### config.mk
export PLATFORM = sky130hd
export DESIGN_NAME = nave_ctrl_flat
export DESIGN_NICKNAME = d
export VERILOG_FILES = /design/src/rtl/nave_ctrl_if.sv /design/src/rtl/nave_ctrl.sv /design/src/flat_wrapper.sv
export SDC_FILE = /design/constraint.sdc
export NUM_CORES = 1
export LEC_CHECK = 0
export ABC_AREA = 1
export BUFFER_PORTS_ARGS = -buffer_cell sky130_fd_sc_hd__buf_2
export CAP_MARGIN = 25
export CORE_MARGIN = 5
export CORE_UTILIZATION = 55
export CTS_CLUSTER_DIAMETER = 40
export CTS_CLUSTER_SIZE = 40
export DETAILED_ROUTE_END_ITERATION = 12
export PLACE_DENSITY = 0.76
export SLEW_MARGIN = 10
export SYNTH_ARGS = -nofsm -noshare
export SYNTH_HDL_FRONTEND = slang
export SYNTH_SLANG_ARGS = --single-unit
### constraint.sdc
create_clock -name CLOCK_50 -period 5.99 [get_ports CLOCK_50]
set_input_delay 0.2995 -clock CLOCK_50 [delete_from_list [all_inputs] [get_ports CLOCK_50]]
set_output_delay 0.2995 -clock CLOCK_50 [all_outputs]
set_load 0.03 [all_outputs]
### src/rtl/nave_ctrl_if.sv
// Player-ship controller bus: frame strobe, pause, keys and hit in; ship state out to renderer/score.
// Latency: pure wiring, no storage.
// Backpressure: none; frame_tick is a strobe and pausa is the only stall.
interface nave_ctrl_if;
  logic       frame_tick;
  logic       pausa;
  logic [3:0] keysout;
  logic       hit;
  logic [9:0] x_nave;
  logic [9:0] y_nave;
  logic [2:0] speed;
  logic       explodindo;
  logic       visivel;
  logic       lost_life;

  // Stimulus/game side: drives controls, observes ship state.
  modport master (
    output frame_tick, pausa, keysout, hit,
    input  x_nave, y_nave, speed, explodindo, visivel, lost_life
  );

  // Ship controller side.
  modport slave (
    input  frame_tick, pausa, keysout, hit,
    output x_nave, y_nave, speed, explodindo, visivel, lost_life
  );
endinterface

### src/rtl/nave_ctrl.sv
// Player-ship controller: per-frame 2D motion with horizontal acceleration, screen clamping and an ALIVE/EXPLODING/RESPAWN life cycle.
// Latency: all outputs registered; position/state change in the cycle after the advancing frame_tick edge, hit acts on the clock it is seen.
// Backpressure: none; pausa=1 freezes every register, and a hit seen during pause or outside ALIVE is dropped, not queued.
module nave_ctrl #(
  parameter int SCREEN_W       = 640,
  parameter int SCREEN_H       = 480,
  parameter int SHIP_W         = 45,
  parameter int SHIP_H         = 51,
  parameter int X0             = 320,
  parameter int Y0             = 410,
  parameter int Y_MIN          = 240,
  parameter int MAX_SPEED      = 4,
  parameter int V_STEP         = 2,
  parameter int EXPLODE_FRAMES = 30,
  parameter int INVULN_FRAMES  = 60
) (
  input  logic        CLOCK_50,
  input  logic        resetNave,
  nave_ctrl_if.slave  nave
);

  localparam logic [1:0] ST_ALIVE     = 2'd0;
  localparam logic [1:0] ST_EXPLODING = 2'd1;
  localparam logic [1:0] ST_RESPAWN   = 2'd2;

  // Counter must hold the longer of the two phases and expose bit 2 for the blink.
  localparam int CNT_MAX = (EXPLODE_FRAMES > INVULN_FRAMES) ? EXPLODE_FRAMES : INVULN_FRAMES;
  localparam int CW_RAW  = $clog2(CNT_MAX + 1);
  localparam int CW      = (CW_RAW < 3) ? 3 : CW_RAW;

  // 11-bit arithmetic so x+speed / y+step never wraps before clamping.
  localparam logic [10:0]   X_MAX   = 11'(SCREEN_W - SHIP_W);
  localparam logic [10:0]   Y_MAX   = 11'(SCREEN_H - SHIP_H);
  localparam logic [10:0]   Y_LO    = 11'(Y_MIN);
  localparam logic [10:0]   VSTEP   = 11'(V_STEP);
  localparam logic [9:0]    X_SPAWN = 10'(X0);
  localparam logic [9:0]    Y_SPAWN = 10'(Y0);
  localparam logic [2:0]    SPD_MAX = 3'(MAX_SPEED);
  localparam logic [CW-1:0] CNT_EXP = CW'(EXPLODE_FRAMES);
  localparam logic [CW-1:0] CNT_INV = CW'(INVULN_FRAMES);
  localparam logic [CW-1:0] CNT_ONE = CW'(1);

  logic [1:0]    state_q, state_d;
  logic [CW-1:0] cnt_q, cnt_d;
  logic [9:0]    x_q, x_d;
  logic [9:0]    y_q, y_d;
  logic [2:0]    spd_q, spd_d;
  logic          dir_q, dir_d;       // last horizontal direction: 0 right, 1 left
  logic          lost_q, lost_d;
  logic          expl_q, expl_d;
  logic          vis_q, vis_d;

  logic          adv;
  logic          right_only, left_only, up_only, down_only;
  logic [2:0]    spd_mv;
  logic          dir_mv;
  logic [10:0]   x_ext, y_ext, step_ext, x_sum, y_sum;
  logic [10:0]   x_mv, y_mv;

  // Decode frame advance and the mutually exclusive key directions.
  always_comb begin
    adv        = nave.frame_tick & ~nave.pausa;
    right_only = nave.keysout[0] & ~nave.keysout[1];
    left_only  = nave.keysout[1] & ~nave.keysout[0];
    up_only    = nave.keysout[2] & ~nave.keysout[3];
    down_only  = nave.keysout[3] & ~nave.keysout[2];
  end

  // Candidate speed: ramp while the same direction is held, restart at 1 on a new direction.
  always_comb begin
    spd_mv = 3'd0;
    dir_mv = dir_q;
    if (right_only || left_only) begin
      dir_mv = left_only;
      if ((spd_q != 3'd0) && (dir_q == left_only)) begin
        spd_mv = (spd_q >= SPD_MAX) ? SPD_MAX : spd_q + 3'd1;
      end else begin
        spd_mv = 3'd1;
      end
    end
  end

  // Candidate position: new speed applied this frame, clamped to the playfield.
  always_comb begin
    x_ext    = {1'b0, x_q};
    y_ext    = {1'b0, y_q};
    step_ext = {8'd0, spd_mv};
    x_sum    = x_ext + step_ext;
    y_sum    = y_ext + VSTEP;
    x_mv     = x_ext;
    y_mv     = y_ext;
    if (right_only) begin
      x_mv = (x_sum > X_MAX) ? X_MAX : x_sum;
    end else if (left_only) begin
      x_mv = (x_ext < step_ext) ? 11'd0 : x_ext - step_ext;
    end
    if (up_only) begin
      y_mv = (y_ext < Y_LO + VSTEP) ? Y_LO : y_ext - VSTEP;
    end else if (down_only) begin
      y_mv = (y_sum > Y_MAX) ? Y_MAX : y_sum;
    end
  end

  // Life-cycle FSM; a hit in ALIVE takes priority over a same-cycle frame advance.
  always_comb begin
    state_d = state_q;
    cnt_d   = cnt_q;
    x_d     = x_q;
    y_d     = y_q;
    spd_d   = spd_q;
    dir_d   = dir_q;
    lost_d  = 1'b0;
    case (state_q)
      ST_ALIVE: begin
        if (nave.hit && !nave.pausa) begin
          state_d = ST_EXPLODING;
          cnt_d   = CNT_EXP;
          spd_d   = 3'd0;
          lost_d  = 1'b1;
        end else if (adv) begin
          x_d   = x_mv[9:0];
          y_d   = y_mv[9:0];
          spd_d = spd_mv;
          dir_d = dir_mv;
        end
      end
      ST_EXPLODING: begin
        if (adv) begin
          if (cnt_q == CNT_ONE) begin
            state_d = ST_RESPAWN;
            x_d     = X_SPAWN;
            y_d     = Y_SPAWN;
            spd_d   = 3'd0;
            cnt_d   = CNT_INV;
          end else begin
            cnt_d = cnt_q - CNT_ONE;
          end
        end
      end
      ST_RESPAWN: begin
        if (adv) begin
          x_d   = x_mv[9:0];
          y_d   = y_mv[9:0];
          spd_d = spd_mv;
          dir_d = dir_mv;
          if (cnt_q == CNT_ONE) begin
            state_d = ST_ALIVE;
            cnt_d   = '0;
          end else begin
            cnt_d = cnt_q - CNT_ONE;
          end
        end
      end
      default: begin
        state_d = ST_ALIVE;
        cnt_d   = '0;
      end
    endcase
  end

  // Sprite flags derived from next state so they register alongside it.
  always_comb begin
    expl_d = (state_d == ST_EXPLODING);
    case (state_d)
      ST_EXPLODING: vis_d = 1'b0;
      ST_RESPAWN:   vis_d = cnt_d[2];
      default:      vis_d = 1'b1;
    endcase
  end

  // State registers with asynchronous active-high reset to the spawn point.
  always_ff @(posedge CLOCK_50 or posedge resetNave) begin
    if (resetNave) begin
      state_q <= ST_ALIVE;
      cnt_q   <= '0;
      x_q     <= X_SPAWN;
      y_q     <= Y_SPAWN;
      spd_q   <= 3'd0;
      dir_q   <= 1'b0;
      lost_q  <= 1'b0;
      expl_q  <= 1'b0;
      vis_q   <= 1'b1;
    end else begin
      state_q <= state_d;
      cnt_q   <= cnt_d;
      x_q     <= x_d;
      y_q     <= y_d;
      spd_q   <= spd_d;
      dir_q   <= dir_d;
      lost_q  <= lost_d;
      expl_q  <= expl_d;
      vis_q   <= vis_d;
    end
  end

  assign nave.x_nave     = x_q;
  assign nave.y_nave     = y_q;
  assign nave.speed      = spd_q;
  assign nave.explodindo = expl_q;
  assign nave.visivel    = vis_q;
  assign nave.lost_life  = lost_q;

endmodule

### src/flat_wrapper.sv
// flat-port wrapper written by rule: the top's interface ports become plain ports
module nave_ctrl_flat 
#(
  parameter int SCREEN_W       = 640,
  parameter int SCREEN_H       = 480,
  parameter int SHIP_W         = 45,
  parameter int SHIP_H         = 51,
  parameter int X0             = 320,
  parameter int Y0             = 410,
  parameter int Y_MIN          = 240,
  parameter int MAX_SPEED      = 4,
  parameter int V_STEP         = 2,
  parameter int EXPLODE_FRAMES = 30,
  parameter int INVULN_FRAMES  = 60
)
  (CLOCK_50, resetNave, nave_frame_tick, nave_pausa, nave_keysout, nave_hit, nave_x_nave, nave_y_nave, nave_speed, nave_explodindo, nave_visivel, nave_lost_life);
  nave_ctrl_if nave_i ();
  input  logic CLOCK_50;
  input  logic resetNave;
  input wire logic [$bits(nave_i.frame_tick)-1:0] nave_frame_tick;
  input wire logic [$bits(nave_i.pausa)-1:0] nave_pausa;
  input wire logic [$bits(nave_i.keysout)-1:0] nave_keysout;
  input wire logic [$bits(nave_i.hit)-1:0] nave_hit;
  output wire logic [$bits(nave_i.x_nave)-1:0] nave_x_nave;
  output wire logic [$bits(nave_i.y_nave)-1:0] nave_y_nave;
  output wire logic [$bits(nave_i.speed)-1:0] nave_speed;
  output wire logic [$bits(nave_i.explodindo)-1:0] nave_explodindo;
  output wire logic [$bits(nave_i.visivel)-1:0] nave_visivel;
  output wire logic [$bits(nave_i.lost_life)-1:0] nave_lost_life;
  assign nave_i.frame_tick = nave_frame_tick;
  assign nave_i.pausa = nave_pausa;
  assign nave_i.keysout = nave_keysout;
  assign nave_i.hit = nave_hit;
  assign nave_x_nave = nave_i.x_nave;
  assign nave_y_nave = nave_i.y_nave;
  assign nave_speed = nave_i.speed;
  assign nave_explodindo = nave_i.explodindo;
  assign nave_visivel = nave_i.visivel;
  assign nave_lost_life = nave_i.lost_life;
  nave_ctrl #(.SCREEN_W(SCREEN_W), .SCREEN_H(SCREEN_H), .SHIP_W(SHIP_W), .SHIP_H(SHIP_H), .X0(X0), .Y0(Y0), .Y_MIN(Y_MIN), .MAX_SPEED(MAX_SPEED), .V_STEP(V_STEP), .EXPLODE_FRAMES(EXPLODE_FRAMES), .INVULN_FRAMES(INVULN_FRAMES)) u_core (.CLOCK_50(CLOCK_50), .resetNave(resetNave), .nave(nave_i));
endmodule
Word level (Yosys, flattened, before mapping)
Index checks and enable logic that the tools add are counted.
{ "totals": {"in_bits": 9, "word_cells": 99, "ff_bits": 35, "output_inout_bits": 26} }
{ "classes": {"n_eq_ne": 11, "n_addsub": 6, "bitwise": 10, "muxes": 45, "order_cmp": 5, "reduce_logical": 12} }
{ "ops": {"columns": ["operator", "n"], "rows": [
  ["10-bit 2-to-1 mux", 16],
  ["10-bit one-hot mux with 3 select lines", 2],
  ["6-bit 2-to-1 mux", 5],
  ["3-bit 2-to-1 mux", 7],
  ["6-bit one-hot mux with 3 select lines", 1],
  ["10-bit by 2-bit adder with 11-bit output (second input constant)", 1],
  ["10-bit by 3-bit adder with 11-bit output", 1],
  ["11-bit by 10-bit greater-than comparator with 1-bit output (second input constant)", 1],
  ["11-bit by 9-bit greater-than comparator with 1-bit output (second input constant)", 1],
  ["10-bit by 3-bit < comparator with 1-bit output", 1],
  ["10-bit by 8-bit < comparator with 1-bit output (second input constant)", 1],
  ["2-bit 2-to-1 mux", 5],
  ["10-bit by 2-bit subtractor with 10-bit output (second input constant)", 1],
  ["10-bit by 3-bit subtractor with 10-bit output", 1],
  ["3-bit one-hot mux with 3 select lines", 1],
  ["2-bit by 1-bit != test with 1-bit output (second input constant)", 4],
  ["6-bit by 1-bit equality test with 1-bit output (second input constant)", 1],
  ["2-bit one-hot mux with 3 select lines", 1],
  ["3-bit AND reduction", 2],
  ["3-bit nonzero test", 2],
  ["6-bit by 1-bit subtractor with 6-bit output (second input constant)", 1],
  ["1-bit AND", 5],
  ["1-bit 2-to-1 mux", 5],
  ["1-bit inverter", 5],
  ["other kinds (14)", 18]
]} }

Logic depth before layout (Yosys ltp)
{ "logic_depth": {"depth_word": 13, "depth_mapped": 24, "depth_no_buf": 24} }

Least setup slack after synthesis
No wires, ideal clock.
{ "synth_path": {"path_type": "register to register", "startpoint": "reg u_core.spd_q[0] (netlist: u_core.nave.speed[0])", "endpoint": "reg u_core.x_q[7] (netlist: u_core.nave.x_nave[7])", "required_ns": 5.873, "arrival_ns": 2.683, "slack_ns": 3.190, "stages_incl_launch_ff": 23, "n_path_buf": 0, "path_cell_list": "dfrtp_1 -> inv_1 -> ha_1 -> nand2_1 -> o21ai_0 -> a21oi_1 -> a21oi_1 -> ha_1 -> fa_1 -> nand2_1 -> nand2_1 -> nand2_1 -> nand2_1 -> inv_1 -> nand2_1 -> nand2_1 -> nand2_1 -> nand2_1 -> nand2_2 -> nand2_1 -> nand2_1 -> nand2_1 -> nand2_1"} }
{ "synth_via": {"elab_chain_len": 11, "elab_cells_between_ends": 18} }
{ "synth_rtl": {"columns": ["element", "line", "source"], "rows": [
  ["start: declaration", "nave_ctrl.sv:47", "logic [2:0] spd_q, spd_d;"],
  ["start signal: assignment", "nave_ctrl.sv:188", "spd_q <= spd_d;"],
  ["3-bit by 1-bit adder with 3-bit output (tied with other cells)", "nave_ctrl.sv:76", "spd_mv = (spd_q >= SPD_MAX) ? SPD_MAX : spd_q + 3'd1;"],
  ["3-bit 2-to-1 mux / 1-bit logical AND (equally long branches)", "nave_ctrl.sv:76, nave_ctrl.sv:75", null],
  ["3-bit 2-to-1 mux *", "nave_ctrl.sv:75", "if ((spd_q != 3'd0) && (dir_q == left_only)) begin"],
  ["3-bit 2-to-1 mux *", "nave_ctrl.sv:73", "if (right_only || left_only) begin"],
  ["10-bit by 3-bit adder with 11-bit output (tied with other cells)", "nave_ctrl.sv:88", "x_sum = x_ext + step_ext;"],
  ["11-bit by 10-bit greater-than comparator with 1-bit output / 10-bit 2-to-1 mux (equally long branches)", "nave_ctrl.sv:93, nave_ctrl.sv:95", null],
  ["10-bit 2-to-1 mux (on tied branches)", "nave_ctrl.sv:93, nave_ctrl.sv:94", null],
  ["10-bit 2-to-1 mux *", "nave_ctrl.sv:92", "if (right_only) begin"],
  ["10-bit 2-to-1 mux *", "nave_ctrl.sv:120, nave_ctrl.sv:141", null],
  ["10-bit 2-to-1 mux", "nave_ctrl.sv:115", "if (nave.hit && !nave.pausa) begin"],
  ["10-bit one-hot mux with 3 select lines *", "nave_ctrl.sv:113", "case (state_q)"],
  ["end signal: assignment", "nave_ctrl.sv:176", "x_q <= X_SPAWN;"],
  ["end signal: assignment", "nave_ctrl.sv:186", "x_q <= x_d;"],
  ["end: declaration", "nave_ctrl.sv:45", "logic [9:0] x_q, x_d;"]
]} }
Mark *: on every way between the ends. The rest lies on a longest branch, timed or not. The select of a mux whose other input is x is not followed.
A chain may end at the register's enable or synchronous reset.

Worst setup path in the final report
{ "layout_path": {"startpoint": "reg u_core.spd_q[0] (netlist: u_core.nave.speed[0])", "endpoint": "reg u_core.x_q[5] (netlist: u_core.nave.x_nave[5])"} }
Same word-level chain as after synthesis.

==> reports/metrics.cfg <==
[global_routing]
grt_pass1_vias=2845
antenna_found_initial=0
overflow=0
grt_max_degree=36
grtUsageTotal=0.218
grt_pass1_wl_um=13000

[power_and_ir_drop]
powerDensity_mw_per_mm2=517
p_leak_nw=1.87
peakVddDrop_mv=0.232

[sta]
skew_ps=10.2
setup_violations=0
slew_violations=0
slew_headroom=0.682
finalSetupTns_ps=0
fin_ws_ps=2930
min_period_over_period=0.511
rsz0062_at_grt=false
hold_violations=0
whs_ps=89.7
fmaxAchievable_ghz=0.327
layout_min_cycle_time_ps=3060
tightest_slew_ps=477

[final_layout]
stdcell_area_mm2=0.00345
syn2layout_area_growth_pct=10.6
antenna_cells=0
nets=542
drive_above_1_share=0.164
utilization=0.626

[detailed_routing]
via_per_inst=5.48
drt_iter0_markers=346
dr_total_vias=3193
avgRoutedWirePerCell_um=13.3
routed_wirelength_um=7740
antenna_left=0
drc=0
first_pass_iters=5

[place]
pre_cts_ws_ps=2950
portBuffers=34
finalWeightedCongestion=0.920
dp_hpwl_um=5990
dpl_cell_area_mm2=0.00337

[clock_tree]
cts_tree=yes
hold_buffers=0
postCtsSetupRepairBufs=0
cts.path.max_buffers=2
cts_sinks=35
clock_latency_ps=300
cts-resized-gates=0
htree_levels=2
numCtsBuffers=5
clkTransAtPathRegs_ps=70
cts-root-buf=clkbuf_8

[worst_setup_path]
timing.rr.start=u_core.nave.speed[0]
arrival_ps=3300
cp-start-kind=flop
critPathLaunch=u_core.nave.speed[0]
r2r_cells=19
required_ps=6230
crit_type=flop to flop
end_kind=flop
critPathMaxFanout=4

[synthesis]
yosysSeqAreaShare=0.284
avgSynthCellArea_um2=6.61
syn_area_mm2=0.00312
postSynthCellCount=472
syn_nets=504
ys.flop_type=dfrtp_1
synth_cell_types=39
ys_ff_latch=35
yosys_warnings=0
synth-edff-count=0
yosys-top-cells-area=dfrtp_1 22%, nand2_1 16%, ha_1 8.4%, inv_1 7.1%, dfstp_2 6.7%
yosys.area.top_type=dfrtp_1
synthArstFlopShare=1.00
synth_top_area_frac=0.217

[floorplanning]
start_util=0.566
design.die.area_mm2=0.00728
core_area_mm2=0.00551
dieWidth_um=85.3
die_h_um=85.3
std_cell_rows=27
ios=35

[hold_path]
hp-class=input pin to async pin

[run]
max-cap-violations=0

[status]
status=finished clean

-- per-stage QoR --
step | power, mW | instances
floorplan | 1.33 | 472
global placement | 1.59 | 575
detailed placement | 1.60 | 575
CTS | 1.78 | 583
global route | 1.95 | 583
finish | 1.78 | 583
-- metal layers --
layer	routed length, µm	GRT usage
met2	3540	0.350
met3	582	0.0369
met5	0	0
met4	108	0.0705
met1	3500	0.297
-- final timing paths --
kind | to | slack [ps]
max | u_core.nave.x_nave[5] | 2930
min | u_core.nave.y_nave[6] | 90
max reg2reg | u_core.nave.x_nave[5] | 2930
min reg2reg | u_core.dir_q | 520
max in group asynchronous | u_core.nave.visivel | 5550
min in group CLOCK_50 | u_core.nave.lost_life | 330
-- synthesized netlist by cell type, types with 3 or more instances --
cell type,count
dfstp_2,8
buf_2,3
inv_2,12
dfrtp_1,27
nor3_1,6
nand3_1,39
nand2_2,5
nor2_1,54
nor2_2,5
o21ai_1,11
o21ai_0,20
nand2_1,132
inv_1,59
xor2_1,7
o211ai_1,3
nand4_1,7
a211oi_1,5
ha_1,21
a21oi_1,21
-- power by group --
part / internal, mW / switching, mW
clock: 0.0816 / 0.0880
sequential: 0.346 / 0.124
combinational: 0.364 / 0.780
total: 0.792 / 0.992
-- cells in the final DEF, fill, tap and decap left out, types with 2 or more instances in the layout --
master and count:
nand3_1 39, nand2_2 5, o21ai_1 11, nand4_1 7, clkbuf_1 2, clkbuf_8 5
a22oi_1 2, inv_1 59, dfrtp_1 27, nor3_1 6, a31oi_1 2, a211oi_1 5
xor2_1 7, inv_2 12, fa_1 2, nor2_1 54, nor2_8 2, ha_1 21
o21ai_0 20, nand2_4 2, nor2_4 2, o211ai_1 3, buf_2 34, a21oi_1 21
nand2_1 132, nor2_2 5, nand3_2 2, dfstp_2 8
-- registers in the layout (all words and copies together) (netlist names) --
| register | flops |
|---|---|
| u_core.nave.speed | 3 |
| u_core.cnt_q | 6 |
| u_core.nave.explodindo | 1 |
| u_core.nave.visivel | 1 |
| u_core.state_q | 2 |
| u_core.dir_q | 1 |
| u_core.nave.x_nave | 10 |
| u_core.nave.y_nave | 10 |
| u_core.nave.lost_life | 1 |
-- worst max-delay path, cell delays in order, from the launching register on --
cell	delay (ps)
dfrtp_1	360
inv_1	80
ha_1	200
nand2_1	60
o21ai_0	70
a21oi_1	200
a21oi_1	150
ha_1	260
fa_1	460
nand3_1	130
nand2_1	130
nand3_1	110
nand2_1	80
nor2_1	160
nand2_1	100
nand2_2	100
nand2_1	50
nand2_1	140
nand2_1	80
nand2_1	60
-- cells by family after synthesis --
| group | synth area share |
|---|---|
| simple gates | 0.379 |
| buf+inv | 0.0927 |
| compound gates | 0.127 |
| flops | 0.284 |
| fa+ha+maj | 0.0971 |
| xor+xnor | 0.0197 |
-- layout make-up --
cell class | count | area (µm²)
tap | 72 | 90.1
clock buffer | 7 | 76.3
multi-input combinational | 361 | 1940
fill | 496 | 2060
sequential | 35 | 886
inverter | 72 | 270
clock inverter | 1 | 5.00
timing repair buffer | 35 | 178
No activity file was read; power rests on OpenSTA's default activity.
